===== src/rtl/wb_arbiter_rr_pkg.sv =====
// Shared definitions for the Wishbone interconnect blocks:
// arbiter state encodings and width helpers.
package wb_arbiter_rr_pkg;

  typedef enum logic [1:0] {
    ARB_IDLE  = 2'd0,
    ARB_GRANT = 2'd1,
    ARB_ABORT = 2'd2
  } arb_state_e;

  function automatic int clog2(input int value);
    int r;
    r = 0;
    for (int i = 0; i < 31; i++) begin
      if ((longint'(1) << i) < longint'(value)) r = i + 1;
    end
    return r;
  endfunction

  // An index bus is kept at least one bit wide so single-master builds still elaborate.
  function automatic int idx_width(input int n);
    return (n > 1) ? clog2(n) : 1;
  endfunction

endpackage


===== src/rtl/wb_arbiter_rr_rr_pick.sv =====
// Combinational round-robin picker: first requester after 'last', wrapping N-1 -> 0.
// Returns the winner both one-hot and as an index.
module rr_pick
  import wb_arbiter_rr_pkg::*;
#(
  parameter int N  = 3,
  parameter int IW = idx_width(N)
) (
  input  logic [N-1:0]  req_i,
  input  logic [IW-1:0] last_i,
  output logic [N-1:0]  gnt_o,
  output logic [IW-1:0] idx_o,
  output logic          valid_o
);

  always_comb begin
    int  cand;
    logic found;
    gnt_o   = '0;
    idx_o   = '0;
    found   = 1'b0;
    cand    = 0;
    // Offset N checks 'last' itself, so a lone repeat requester still wins.
    for (int k = 1; k <= N; k++) begin
      cand = (int'(last_i) + k) % N;
      if (!found && req_i[cand]) begin
        found        = 1'b1;
        gnt_o[cand]  = 1'b1;
        idx_o        = IW'(cand);
      end
    end
    valid_o = found;
  end

endmodule


===== src/rtl/wb_arbiter_rr.sv =====
// Round-robin Wishbone B3 arbiter: one shared slave, grant held for a whole cyc,
// per-grant watchdog that aborts hung accesses with err.
module wb_arbiter_rr
  import wb_arbiter_rr_pkg::*;
#(
  parameter int NUM_MASTERS = 3,
  parameter int AW          = 32,
  parameter int DW          = 32,
  parameter int TIMEOUT     = 255
) (
  input  logic                        wb_clk_i,
  input  logic                        wb_rst_ni,
  input  logic [NUM_MASTERS*AW-1:0]   wbm_adr_i,
  input  logic [NUM_MASTERS*DW-1:0]   wbm_dat_i,
  input  logic [NUM_MASTERS*DW/8-1:0] wbm_sel_i,
  input  logic [NUM_MASTERS-1:0]      wbm_we_i,
  input  logic [NUM_MASTERS-1:0]      wbm_cyc_i,
  input  logic [NUM_MASTERS-1:0]      wbm_stb_i,
  input  logic [NUM_MASTERS*3-1:0]    wbm_cti_i,
  input  logic [NUM_MASTERS*2-1:0]    wbm_bte_i,
  output logic [NUM_MASTERS*DW-1:0]   wbm_dat_o,
  output logic [NUM_MASTERS-1:0]      wbm_ack_o,
  output logic [NUM_MASTERS-1:0]      wbm_err_o,
  output logic [NUM_MASTERS-1:0]      wbm_rty_o,
  output logic [AW-1:0]               wbs_adr_o,
  output logic [DW-1:0]               wbs_dat_o,
  output logic [DW/8-1:0]             wbs_sel_o,
  output logic                        wbs_we_o,
  output logic                        wbs_cyc_o,
  output logic                        wbs_stb_o,
  output logic [2:0]                  wbs_cti_o,
  output logic [1:0]                  wbs_bte_o,
  input  logic [DW-1:0]               wbs_dat_i,
  input  logic                        wbs_ack_i,
  input  logic                        wbs_err_i,
  input  logic                        wbs_rty_i,
  output logic [NUM_MASTERS-1:0]      grant_o,
  output logic                        timeout_o
);

  localparam int N   = NUM_MASTERS;
  localparam int SW  = DW / 8;
  localparam int IW  = idx_width(N);
  localparam int WDW = (TIMEOUT > 0) ? clog2(TIMEOUT + 1) : 1;
  localparam bit WDOG_EN = (TIMEOUT > 0);
  localparam logic [WDW-1:0] WDOG_LAST = WDW'((TIMEOUT > 0) ? TIMEOUT - 1 : 0);

  arb_state_e     state_q;
  logic [N-1:0]   grant_q;
  logic [IW-1:0]  gidx_q;
  logic [IW-1:0]  last_q;
  logic [WDW-1:0] wdog_q;
  logic           abort_pulse_q;

  logic [N-1:0]   pick_gnt;
  logic [IW-1:0]  pick_idx;
  logic           pick_valid;

  logic g_cyc, g_stb, s_term, in_grant;

  rr_pick #(
    .N (N),
    .IW(IW)
  ) u_pick (
    .req_i  (wbm_cyc_i),
    .last_i (last_q),
    .gnt_o  (pick_gnt),
    .idx_o  (pick_idx),
    .valid_o(pick_valid)
  );

  assign g_cyc    = |(wbm_cyc_i & grant_q);
  assign g_stb    = |(wbm_stb_i & grant_q);
  assign s_term   = wbs_ack_i | wbs_err_i | wbs_rty_i;
  assign in_grant = (state_q == ARB_GRANT);

  always_ff @(posedge wb_clk_i) begin
    if (!wb_rst_ni) begin
      state_q       <= ARB_IDLE;
      grant_q       <= '0;
      gidx_q        <= '0;
      last_q        <= IW'(N - 1);
      wdog_q        <= '0;
      abort_pulse_q <= 1'b0;
    end else begin
      abort_pulse_q <= 1'b0;
      case (state_q)
        ARB_IDLE: begin
          wdog_q <= '0;
          if (pick_valid) begin
            grant_q <= pick_gnt;
            gidx_q  <= pick_idx;
            state_q <= ARB_GRANT;
          end
        end
        ARB_GRANT: begin
          if (!g_cyc) begin
            last_q  <= gidx_q;
            grant_q <= '0;
            wdog_q  <= '0;
            state_q <= ARB_IDLE;
          end else if (g_stb && !s_term) begin
            // A termination in the final watchdog cycle takes the other branch, so it wins.
            if (WDOG_EN && wdog_q == WDOG_LAST) begin
              wdog_q        <= '0;
              abort_pulse_q <= 1'b1;
              state_q       <= ARB_ABORT;
            end else if (WDOG_EN && wdog_q != '1) begin
              wdog_q <= wdog_q + 1'b1;
            end
          end else begin
            wdog_q <= '0;
          end
        end
        ARB_ABORT: begin
          if (!g_cyc) begin
            last_q  <= gidx_q;
            grant_q <= '0;
            state_q <= ARB_IDLE;
          end
        end
        default: state_q <= ARB_IDLE;
      endcase
    end
  end

  always_comb begin
    wbs_adr_o = '0;
    wbs_dat_o = '0;
    wbs_sel_o = '0;
    wbs_we_o  = 1'b0;
    wbs_cti_o = '0;
    wbs_bte_o = '0;
    for (int m = 0; m < N; m++) begin
      if (gidx_q == IW'(m)) begin
        wbs_adr_o = wbm_adr_i[m*AW +: AW];
        wbs_dat_o = wbm_dat_i[m*DW +: DW];
        wbs_sel_o = wbm_sel_i[m*SW +: SW];
        wbs_we_o  = wbm_we_i[m];
        wbs_cti_o = wbm_cti_i[m*3 +: 3];
        wbs_bte_o = wbm_bte_i[m*2 +: 2];
      end
    end
  end

  assign wbs_cyc_o = in_grant & g_cyc;
  assign wbs_stb_o = in_grant & g_stb;
  assign grant_o   = grant_q;
  assign timeout_o = abort_pulse_q;

  genvar gi;
  generate
    for (gi = 0; gi < N; gi++) begin : g_master
      assign wbm_dat_o[gi*DW +: DW] = wbs_dat_i;
      assign wbm_ack_o[gi] = grant_q[gi] & in_grant & wbs_ack_i;
      assign wbm_err_o[gi] = grant_q[gi] & ((in_grant & wbs_err_i) | abort_pulse_q);
      assign wbm_rty_o[gi] = grant_q[gi] & in_grant & wbs_rty_i;
    end
  endgenerate

endmodule


===== config.mk =====
export PLATFORM = sky130hd
export DESIGN_NAME = wb_arbiter_rr
export DESIGN_NICKNAME = d
export VERILOG_FILES = /design/src/rtl/wb_arbiter_rr_pkg.sv /design/src/rtl/wb_arbiter_rr_rr_pick.sv /design/src/rtl/wb_arbiter_rr.sv
export SDC_FILE = /design/constraint.sdc
export NUM_CORES = 1
export LEC_CHECK = 0
export BUFFER_PORTS_ARGS = -buffer_cell sky130_fd_sc_hd__clkbuf_2
export CAP_MARGIN = 20
export CORE_AREA = 4 4 175 177
export DETAILED_ROUTE_END_ITERATION = 16
export DIE_AREA = 0 0 179 181
export PLACE_DENSITY_LB_ADDON = 0.25
export SLEW_MARGIN = 20
export SYNTH_ARGS = -nofsm -noshare
export SYNTH_HDL_FRONTEND = slang
export SYNTH_SLANG_ARGS = --single-unit

===== constraint.sdc =====
create_clock -name wb_clk_i -period 2.65 [get_ports wb_clk_i]
set_input_delay 0 -clock wb_clk_i [delete_from_list [all_inputs] [get_ports wb_clk_i]]
set_output_delay 0 -clock wb_clk_i [all_outputs]
set_load 0.1 [all_outputs]

==> results.md, run 1 <==
- Overflow after GRT: 0
- Area contributors post-synth: mux2i_1 (22%), buf_4 (20%), dfxtp_1 (10%)
- Post-synth top area share: 0.216
- Final instance area: 0.00619 sq mm
- Worst Skew: 0.00196 ns
- Overall die width: 179 um
- Area of the die: 0.0324 sq mm
- GP Congestion: 0.801
- Power per cell area: 1220 mW/mm^2
- Minimum clock period: 2.25 ns
- Synthesis warning total: 0
- Initial antenna violation count: 2
- CP Max Fanout: 6
- Total CTS buffers: 3
- Syn nets: 776
- Fmax achieved: 444 MHz
- Setup crit start kind: flop
- Non-filler cells in the finished layout: 1100
- Layout cell share with drive strength beyond 1: 0.535
- Worst EP arrival: 2.43 ns
- 1st-iter DRT viols: 147
- Clock Sinks: 18
- Reg clk slew, reported paths: 0.05 ns
- Multi-input logic area: 0.00240 sq mm
- Largest net degree at the start of global routing: 59
- Mux cell area share after synthesis: 0.222
- Io pins: 450
- Synth cell types: 55
- Final hold vios: 0
- Post-synthesis compound-gate area fraction: 0.202
- Commonest cells in the netlist: buf_4 (96), nand2_1 (82), mux2i_1 (76)
- Synth area leader: mux2i_1
- Final WL: 17700 um
- ANT nets after route: 0
- Max cap viols: 0
- Status: finished clean
- DP Area: 0.00610 sq mm
- DR vias: 4163
- Simple-Gate Fraction of Synth Area: 0.193
- Most used DFF post-synth: dfxtp_1
- Core area: 0.0292 sq mm
- Crit share post-route: 0.851
- First-pass GRT wire length: 25400 um
- Static Leak: 2.69 nW
- Initial Util: 0.120
- Min setup slack post-route: 0.396 ns
- First drt pass iteration count: 4
- Number of global-route vias before repair: 4295
- Final net count: 984
- P&R area growth vs syn: 75.8%
- Vias/cell: 3.78
- Htree depth: 1
- Slew Viols, Final: 0
- Worst Max-Slew Pin Slew: 0.796 ns
- Relative slew slack: 0.469
- Die H: 181 um
- Detail Placement HPWL: 15400 um
- RSZ-0062 raised after global routing: no
- Asr flop ratio synth: 0
- CTS Root Cell: clkbuf_16
- Placed cells: 1095
- Crit. End Element: flop
- VDD IR max: 0.625 mV
- FF+latch count, synth: 18
- Hold-fix buffers, CTS: 0
- Pre-CTS setup slack: 0.431 ns
- Post-CTS Setup Repair Bufs: 0
- Hold crit path type: input port to output pin
- Global-route usage over all layers: 0.100
- Fillers: 3270
- Cells after Synth: 502
- Worst Path Required: 2.83 ns
- Part of the Yosys area used for sequential elements: 0.102
- EDFF count, synth: 0
- CTS resizes: 0
- Avg Synthesized Cell Area: 7.02 sq um
- Worst setup path category: flop to flop
- CTS tree: done
- Flip-flop and latch area: 368 sq um
- Post-synthesis adder-cell area fraction: 0.0320
- Row Count: 63
- Number of port buffers: 321
- Mapped Area: 0.00352 sq mm
- Max Root-Sink Buffers: 2
- Largest family of logic cells by synthesized area: buffers and inverters
- Most common cell in the synthesized netlist: buf_4
- Final setup vio count: 0
- WL/cell: 16.1 um
- Clock latency at the later pin of the worst-skew pair: 0.25 ns
- # DRC: 0
- Synth Area in XOR/XNOR: 0
## worst max-delay path: stages, from the launching register on
cell	delay [ns]
dfxtp_1	0.37
inv_1	0.08
ha_1	0.28
mux2_1	0.36
a32o_2	0.28
nor4_1	0.48
o21a_1	0.24
o2bb2ai_1	0.12
## metal layers
metal	vias up	wire, um	track usage
met5	-	0	0
met1	1792	6840	0.121
li1	2097	-	-
met2	263	8630	0.178
met4	0	146	0.00982
met3	11	2090	0.0331
## power by group
| part | total [mW] | internal (mW) | switching (mW) |
|---|---|---|---|
| logic | 6.88 | 2.23 | 4.66 |
| registers | 0.347 | 0.306 | 0.0411 |
| clock network | 0.337 | 0.230 | 0.108 |
## cell families after synthesis
group / count (synthesis)
AND/OR/NAND/NOR: 140
buffers and inverters: 134
AO/OA/AOI/OAI: 123
multiplexers: 78
flip-flops: 18
adder cells (fa/ha/maj): 9
## layout make-up
cell class                 count  share of cell area
inverter                       9             0.00545
sequential                    18              0.0594
antenna                        1            0.000404
tap                          390              0.0788
timing repair buffer         328               0.453
clock buffer                   4              0.0143
multi-input combinational    350               0.388
## final timing paths
check | cells after the start | start | slack (ns) | to
setup reg to reg | 7 | last_q[0] | 0.40 | grant_o[1]
hold / removal | 0 | wbs_dat_i[24] | 0.00007 | wbm_dat_o[24]
hold reg to reg | 2 | state_q[1] | 0.51 | state_q[1]
setup / recovery | 7 | last_q[0] | 0.40 | grant_o[1]
## placed cells by master, fill, tap and decap left out, types with 2 or more instances in the layout
| master | count |
|---|---|
| a211oi_1 | 2 |
| a21oi_1 | 11 |
| a222oi_1 | 2 |
| a31oi_1 | 2 |
| and2b_4 | 2 |
| and3_1 | 9 |
| buf_12 | 77 |
| buf_4 | 4 |
| clkbuf_16 | 3 |
| clkbuf_2 | 247 |
| dfxtp_1 | 16 |
| dfxtp_4 | 2 |
| ha_1 | 9 |
| inv_1 | 9 |
| mux2i_1 | 76 |
| nand2_1 | 82 |
| nand2b_1 | 2 |
| nand3_1 | 9 |
| nand4_1 | 4 |
| nor2_1 | 7 |
| nor2b_1 | 4 |
| nor3_1 | 3 |
| o21a_1 | 5 |
| o21ai_0 | 5 |
| o21ai_1 | 52 |
| o21ai_2 | 29 |
| o2bb2ai_1 | 2 |
| o31ai_1 | 2 |
| or2_2 | 2 |
| or3_1 | 2 |
## sequential cells by signal, indices dropped and copies added (netlist names)
register   flops
gidx_q         2
state_q        2
wdog_q         8
last_q         2
timeout_o      1
grant_o        3
## through the flow
stage	total power, mW	hold WS (ns)	utilization	setup TNS, ns
2_1_floorplan	5.44	0.212	-	-0.00633
3_3_place_gp	7.32	0.00131	0.209	0
3_5_place_dp	7.32	0.00131	0.209	0
4_1_cts	7.68	0.00131	0.212	0
5_1_grt	7.86	0.000292	0.212	0
6_report	7.57	0.0000686	0.212	0
Power figures use the tool's default switching activity.
==> run 2: changes to the inputs <==
==> constraint.sdc (replaced) <==
create_clock -name wb_clk_i -period 2.2 [get_ports wb_clk_i]
set_input_delay 0 -clock wb_clk_i [delete_from_list [all_inputs] [get_ports wb_clk_i]]
set_output_delay 0 -clock wb_clk_i [all_outputs]
set_load 0.1 [all_outputs]
==> run 2 against run 1 <==
Against the previous run: routed wire length shrank 5.1%; via count grew 1.3%; critical path type unchanged; largest cell class unchanged; sequential cell count is the same; highest routed layer unchanged; maximum frequency grew 7.6%; largest power group unchanged; critical path depth grew 1.
==> results.md, run 2 (same netlist as run 1, synthesis figures left out) <==
- Initial antenna violation count: 0
- Core area: 0.0292 sq mm
- Crit. End Element: flop
- Power per cell area: 1450 mW/mm^2
- 1st-iter DRT viols: 161
- ANT nets after route: 0
- Largest net degree at the start of global routing: 44
- Total CTS buffers: 3
- Number of port buffers: 321
- Max Root-Sink Buffers: 2
- CTS Root Cell: clkbuf_16
- Final instance area: 0.00646 sq mm
- Final setup vio count: 0
- Largest Register: wdog_q
- Clock latency at the later pin of the worst-skew pair: 0.25 ns
- Fillers: 3212
- Setup crit start kind: flop
- Worst EP arrival: 2.23 ns
- Reg clk slew, reported paths: 0.06 ns
- ANT cells: 0
- Row Count: 63
- Worst Hold Depth: 0
- Minimum clock period: 2.09 ns
- Die H: 181 um
- Final WL: 16800 um
- Global-route usage over all layers: 0.0949
- First drt pass iteration count: 4
- Worst Max-Slew Pin Slew: 0.851 ns
- RSZ-0062 raised after global routing: no
- P&R area growth vs syn: 83.3%
- Relative slew slack: 0.432
- Detail Placement HPWL: 14500 um
- CTS tree: done
- # DRC: 0
- VDD IR max: 0.690 mV
- Vias/cell: 3.80
- Final net count: 995
- DR vias: 4219
- Fmax achieved: 478 MHz
- Max cap viols: 0
- Most frequent cells in the layout: clkbuf_2 (247), nand2_1 (82), buf_12 (78)
- Worst Path Required: 2.33 ns
- Hold crit path type: input port to output pin
- Htree depth: 1
- Layout cell share with drive strength beyond 1: 0.607
- WL/cell: 15.1 um
- Clock Sinks: 18
- Worst R2R Path Depth: 8
- Io pins: 450
- Area of the die: 0.0324 sq mm
- Status: finished clean
- Number of global-route vias before repair: 4366
- DP Area: 0.00633 sq mm
- Max FFs per register: 8
- PnR Total Power: 9.35 mW
- Worst setup path category: flop to flop
- GP Congestion: 0.786
- Commonest non-fill, non-tap cell in the layout: clkbuf_2
- Final hold vios: 0
- Static Leak: 2.81 nW
- CP Max Fanout: 6
- Initial Util: 0.120
- Overall die width: 179 um
- Crit share post-route: 0.952
- Overflow after GRT: 0
- Slew Viols, Final: 0
- Hold WS: 0.0000529 ns
- First-pass GRT wire length: 24700 um
- Worst Skew: 0.00326 ns
[run 2: what timing repair did]
action / 4_1_cts / 5_1_grt
hold buffers: 0 / 0
resized for setup: 0 / 3
buffers inserted: 0 / 3
endpoints found under the setup margin: 0 / 3
[run 2: area by class of cell]
| class | count | area [sq um] | area share |
|---|---|---|---|
| Tap cell | 390 | 488 | 0.0756 |
| Inverter | 9 | 33.8 | 0.00523 |
| Multi-Input combinational cell | 350 | 2570 | 0.398 |
| Timing Repair Buffer | 339 | 2900 | 0.450 |
| Sequential cell | 18 | 372 | 0.0575 |
| Clock buffer | 4 | 88.8 | 0.0138 |
[run 2: per-layer routing]
| layer | up-vias | part of all wire | track usage |
|---|---|---|---|
| met1 | 1861 | 0.41 | 0.119 |
| met4 | 0 | 0.0085 | 0.0117 |
| met2 | 215 | 0.49 | 0.167 |
| met3 | 23 | 0.093 | 0.0253 |
| met5 | - | 0 | 0 |
| li1 | 2120 | - | - |
[run 2: worst paths after layout]
| path | end | slack, ns | startpoint |
|---|---|---|---|
| setup / recovery | gidx_q[1] | 0.11 | last_q[0] |
| hold / removal | wbm_dat_o[47] | 0.00005 | wbs_dat_i[15] |
| setup reg to reg | gidx_q[1] | 0.11 | last_q[0] |
| hold reg to reg | state_q[1] | 0.50 | state_q[1] |
[run 2: metrics by stage]
stage          setup TNS [ns]   util  std cells  setup WS [ns]
6_report                    0  0.221       1110          0.106
5_1_grt                     0  0.221       1110        0.00871
4_1_cts                     0  0.220       1107          0.133
3_5_place_dp                0  0.217       1103          0.152
3_3_place_gp                0  0.217       1103          0.169
2_1_floorplan          -0.456      -        502         -0.456
[run 2: worst max-delay path, cell delays in order (launching register included)]
cell and delay (ns):
dfxtp_1 0.38, inv_1 0.08, ha_1 0.38, or2_1 0.23
a32o_2 0.30, o31ai_1 0.26, buf_4 0.17, nand2b_1 0.06
o311a_1 0.13
[run 2: report_power, final]
group	internal (mW)	total (mW)	switching [mW]
clock	0.277	0.413	0.136
combinational	2.84	8.49	5.65
sequential	0.372	0.449	0.0771
total	3.49	9.35	5.86
==> run 3: changes to the inputs <==
--- a/config.mk
+++ b/config.mk
@@ -5,11 +5,11 @@
 export SDC_FILE = /design/constraint.sdc
 export NUM_CORES = 1
 export LEC_CHECK = 0
-export BUFFER_PORTS_ARGS = -buffer_cell sky130_fd_sc_hd__clkbuf_2
 export CAP_MARGIN = 20
 export CORE_AREA = 4 4 175 177
 export DETAILED_ROUTE_END_ITERATION = 16
 export DIE_AREA = 0 0 179 181
+export DONT_BUFFER_PORTS = 1
 export PLACE_DENSITY_LB_ADDON = 0.25
 export SLEW_MARGIN = 20
 export SYNTH_ARGS = -nofsm -noshare
==> run 3 against run 2 <==
Against the previous run: combinational power down 2.9%; critical path type unchanged; critical endpoint is now grant_o[0]; clock skew about the same; setup slack worse by 0.0032 ns; utilization fell by 3.9 points.
==> results.md, run 3 (same netlist as run 1, synthesis figures left out) <==
- Status: finished clean
- Non-filler cells in the finished layout: 876
- Clock Sinks: 18
- Worst Path Required: 2.36 ns
- Initial antenna violation count: 1
- Overall die width: 179 um
- Minimum clock period: 2.10 ns
- Final net count: 760
- Number of global-route vias before repair: 3653
- Final WL: 15400 um
- DP Area: 0.00520 sq mm
- DR vias: 3493
- Core area: 0.0292 sq mm
- PnR Total Power: 9.10 mW
- CP Max Fanout: 5
- Static Leak: 1.84 nW
- CTS Root Cell: clkbuf_16
- Pre-CTS setup slack: 0.135 ns
- Worst Max-Slew Pin Slew: 0.800 ns
- Hold crit path type: input port to output pin
- Max stage delay on crit path: 0.37 ns
- Clock latency at the later pin of the worst-skew pair: 0.25 ns
- Largest net degree at the start of global routing: 77
- Crit share post-route: 0.953
- Worst Skew: 0.00344 ns
- Commonest non-fill, non-tap cell in the layout: nand2_1
- Final setup vio count: 0
- Power per cell area: 1710 mW/mm^2
- Max FFs per register: 8
- Finished Core Util: 0.182
- Worst Path Buf+Inv: 1
- Crit. End Element: flop
- First-pass GRT wire length: 21900 um
- Fillers: 3268
- Number of port buffers: 0
- Worst setup path category: flop to flop
- Min setup slack post-route: 0.103 ns
- Slowest-stage cell, CP: dfxtp_1
- # DRC: 0
- Initial Util: 0.120
- Reg clk slew, reported paths: 0.05 ns
- WL/cell: 17.6 um
- Total CTS buffers: 3
- Placed cells: 870
- First drt pass iteration count: 4
- Overflow after GRT: 0
- Vias/cell: 3.99
- Io pins: 450
- Final hold vios: 0
- 1st-iter DRT viols: 169
- Die H: 181 um
- Max cap viols: 0
- Final instance area: 0.00532 sq mm
- Area of the die: 0.0324 sq mm
- CTS tree: done
- ANT nets after route: 0
- Crit-path leading delay family: compound AO/OA/AOI/OAI gates
- Layout cell share with drive strength beyond 1: 0.429
- Max Root-Sink Buffers: 2
- Setup crit start kind: flop
- Crit path cell chain: inv_1, ha_1, mux2i_1, o21ai_1, o31ai_2, or3_1, o31ai_1
- VDD IR max: 0.577 mV
- Relative slew slack: 0.467
- Slew Viols, Final: 0
- P&R area growth vs syn: 51.0%
- Worst EP arrival: 2.25 ns
- Fmax achieved: 477 MHz
- Row Count: 63
- Detail Placement HPWL: 13200 um
- GP Congestion: 0.773
- Most frequent cells in the layout: nand2_1 (82), mux2i_1 (76), buf_12 (76)
- Largest Register: wdog_q
- Htree depth: 1
- Global-route usage over all layers: 0.0859
run 3: path summary, 6_finish.rpt:
| check | startpoint | to | slack, ns | cells after the start |
|---|---|---|---|---|
| max | last_q[0] | grant_o[0] | 0.10 | 7 |
| min | wbs_dat_i[15] | wbm_dat_o[47] | 0.00005 | 0 |
| max reg2reg | last_q[0] | grant_o[0] | 0.10 | 7 |
| min reg2reg | wdog_q[6] | wdog_q[6] | 0.50 | 2 |
run 3: where the power goes:
| part | switching, mW | internal [mW] |
|---|---|---|
| Clock | 0.136 | 0.277 |
| Sequential | 0.0763 | 0.372 |
| Combinational | 5.57 | 2.67 |
run 3: layout make-up:
cell class / instances / area (sq um) / area share
repair buffers: 104 / 1730 / 0.326
diodes: 1 / 2.50 / 0.000470
well taps: 390 / 488 / 0.0917
flip-flops and latches: 18 / 372 / 0.0699
inverters: 9 / 33.8 / 0.00635
clock buffers: 4 / 88.8 / 0.0167
multi-input cells: 350 / 2600 / 0.489
run 3: routing by layer:
metal / vias to the layer above / track usage / part of all wire
met5: - / 0 / 0
met4: 0 / 0.00952 / 0.0093
met3: 26 / 0.0241 / 0.091
met2: 214 / 0.149 / 0.48
met1: 1595 / 0.109 / 0.42
li1: 1658 / - / -
run 3: metrics by stage:
step                      hold slack, ns   TNS, ns
after floorplan                    0.212    -0.456
after global placement           0.00131         0
after detailed placement         0.00131         0
after CTS                        0.00131         0
after global routing            0.000548  -0.00563
final                          0.0000529         0
run 3: timing repair:
item,4_1_cts,5_1_grt
resized for setup,0,3
endpoints found under the setup margin,0,3
hold buffers,1,0
hold endpoints to repair,12,0
buffers inserted,0,0
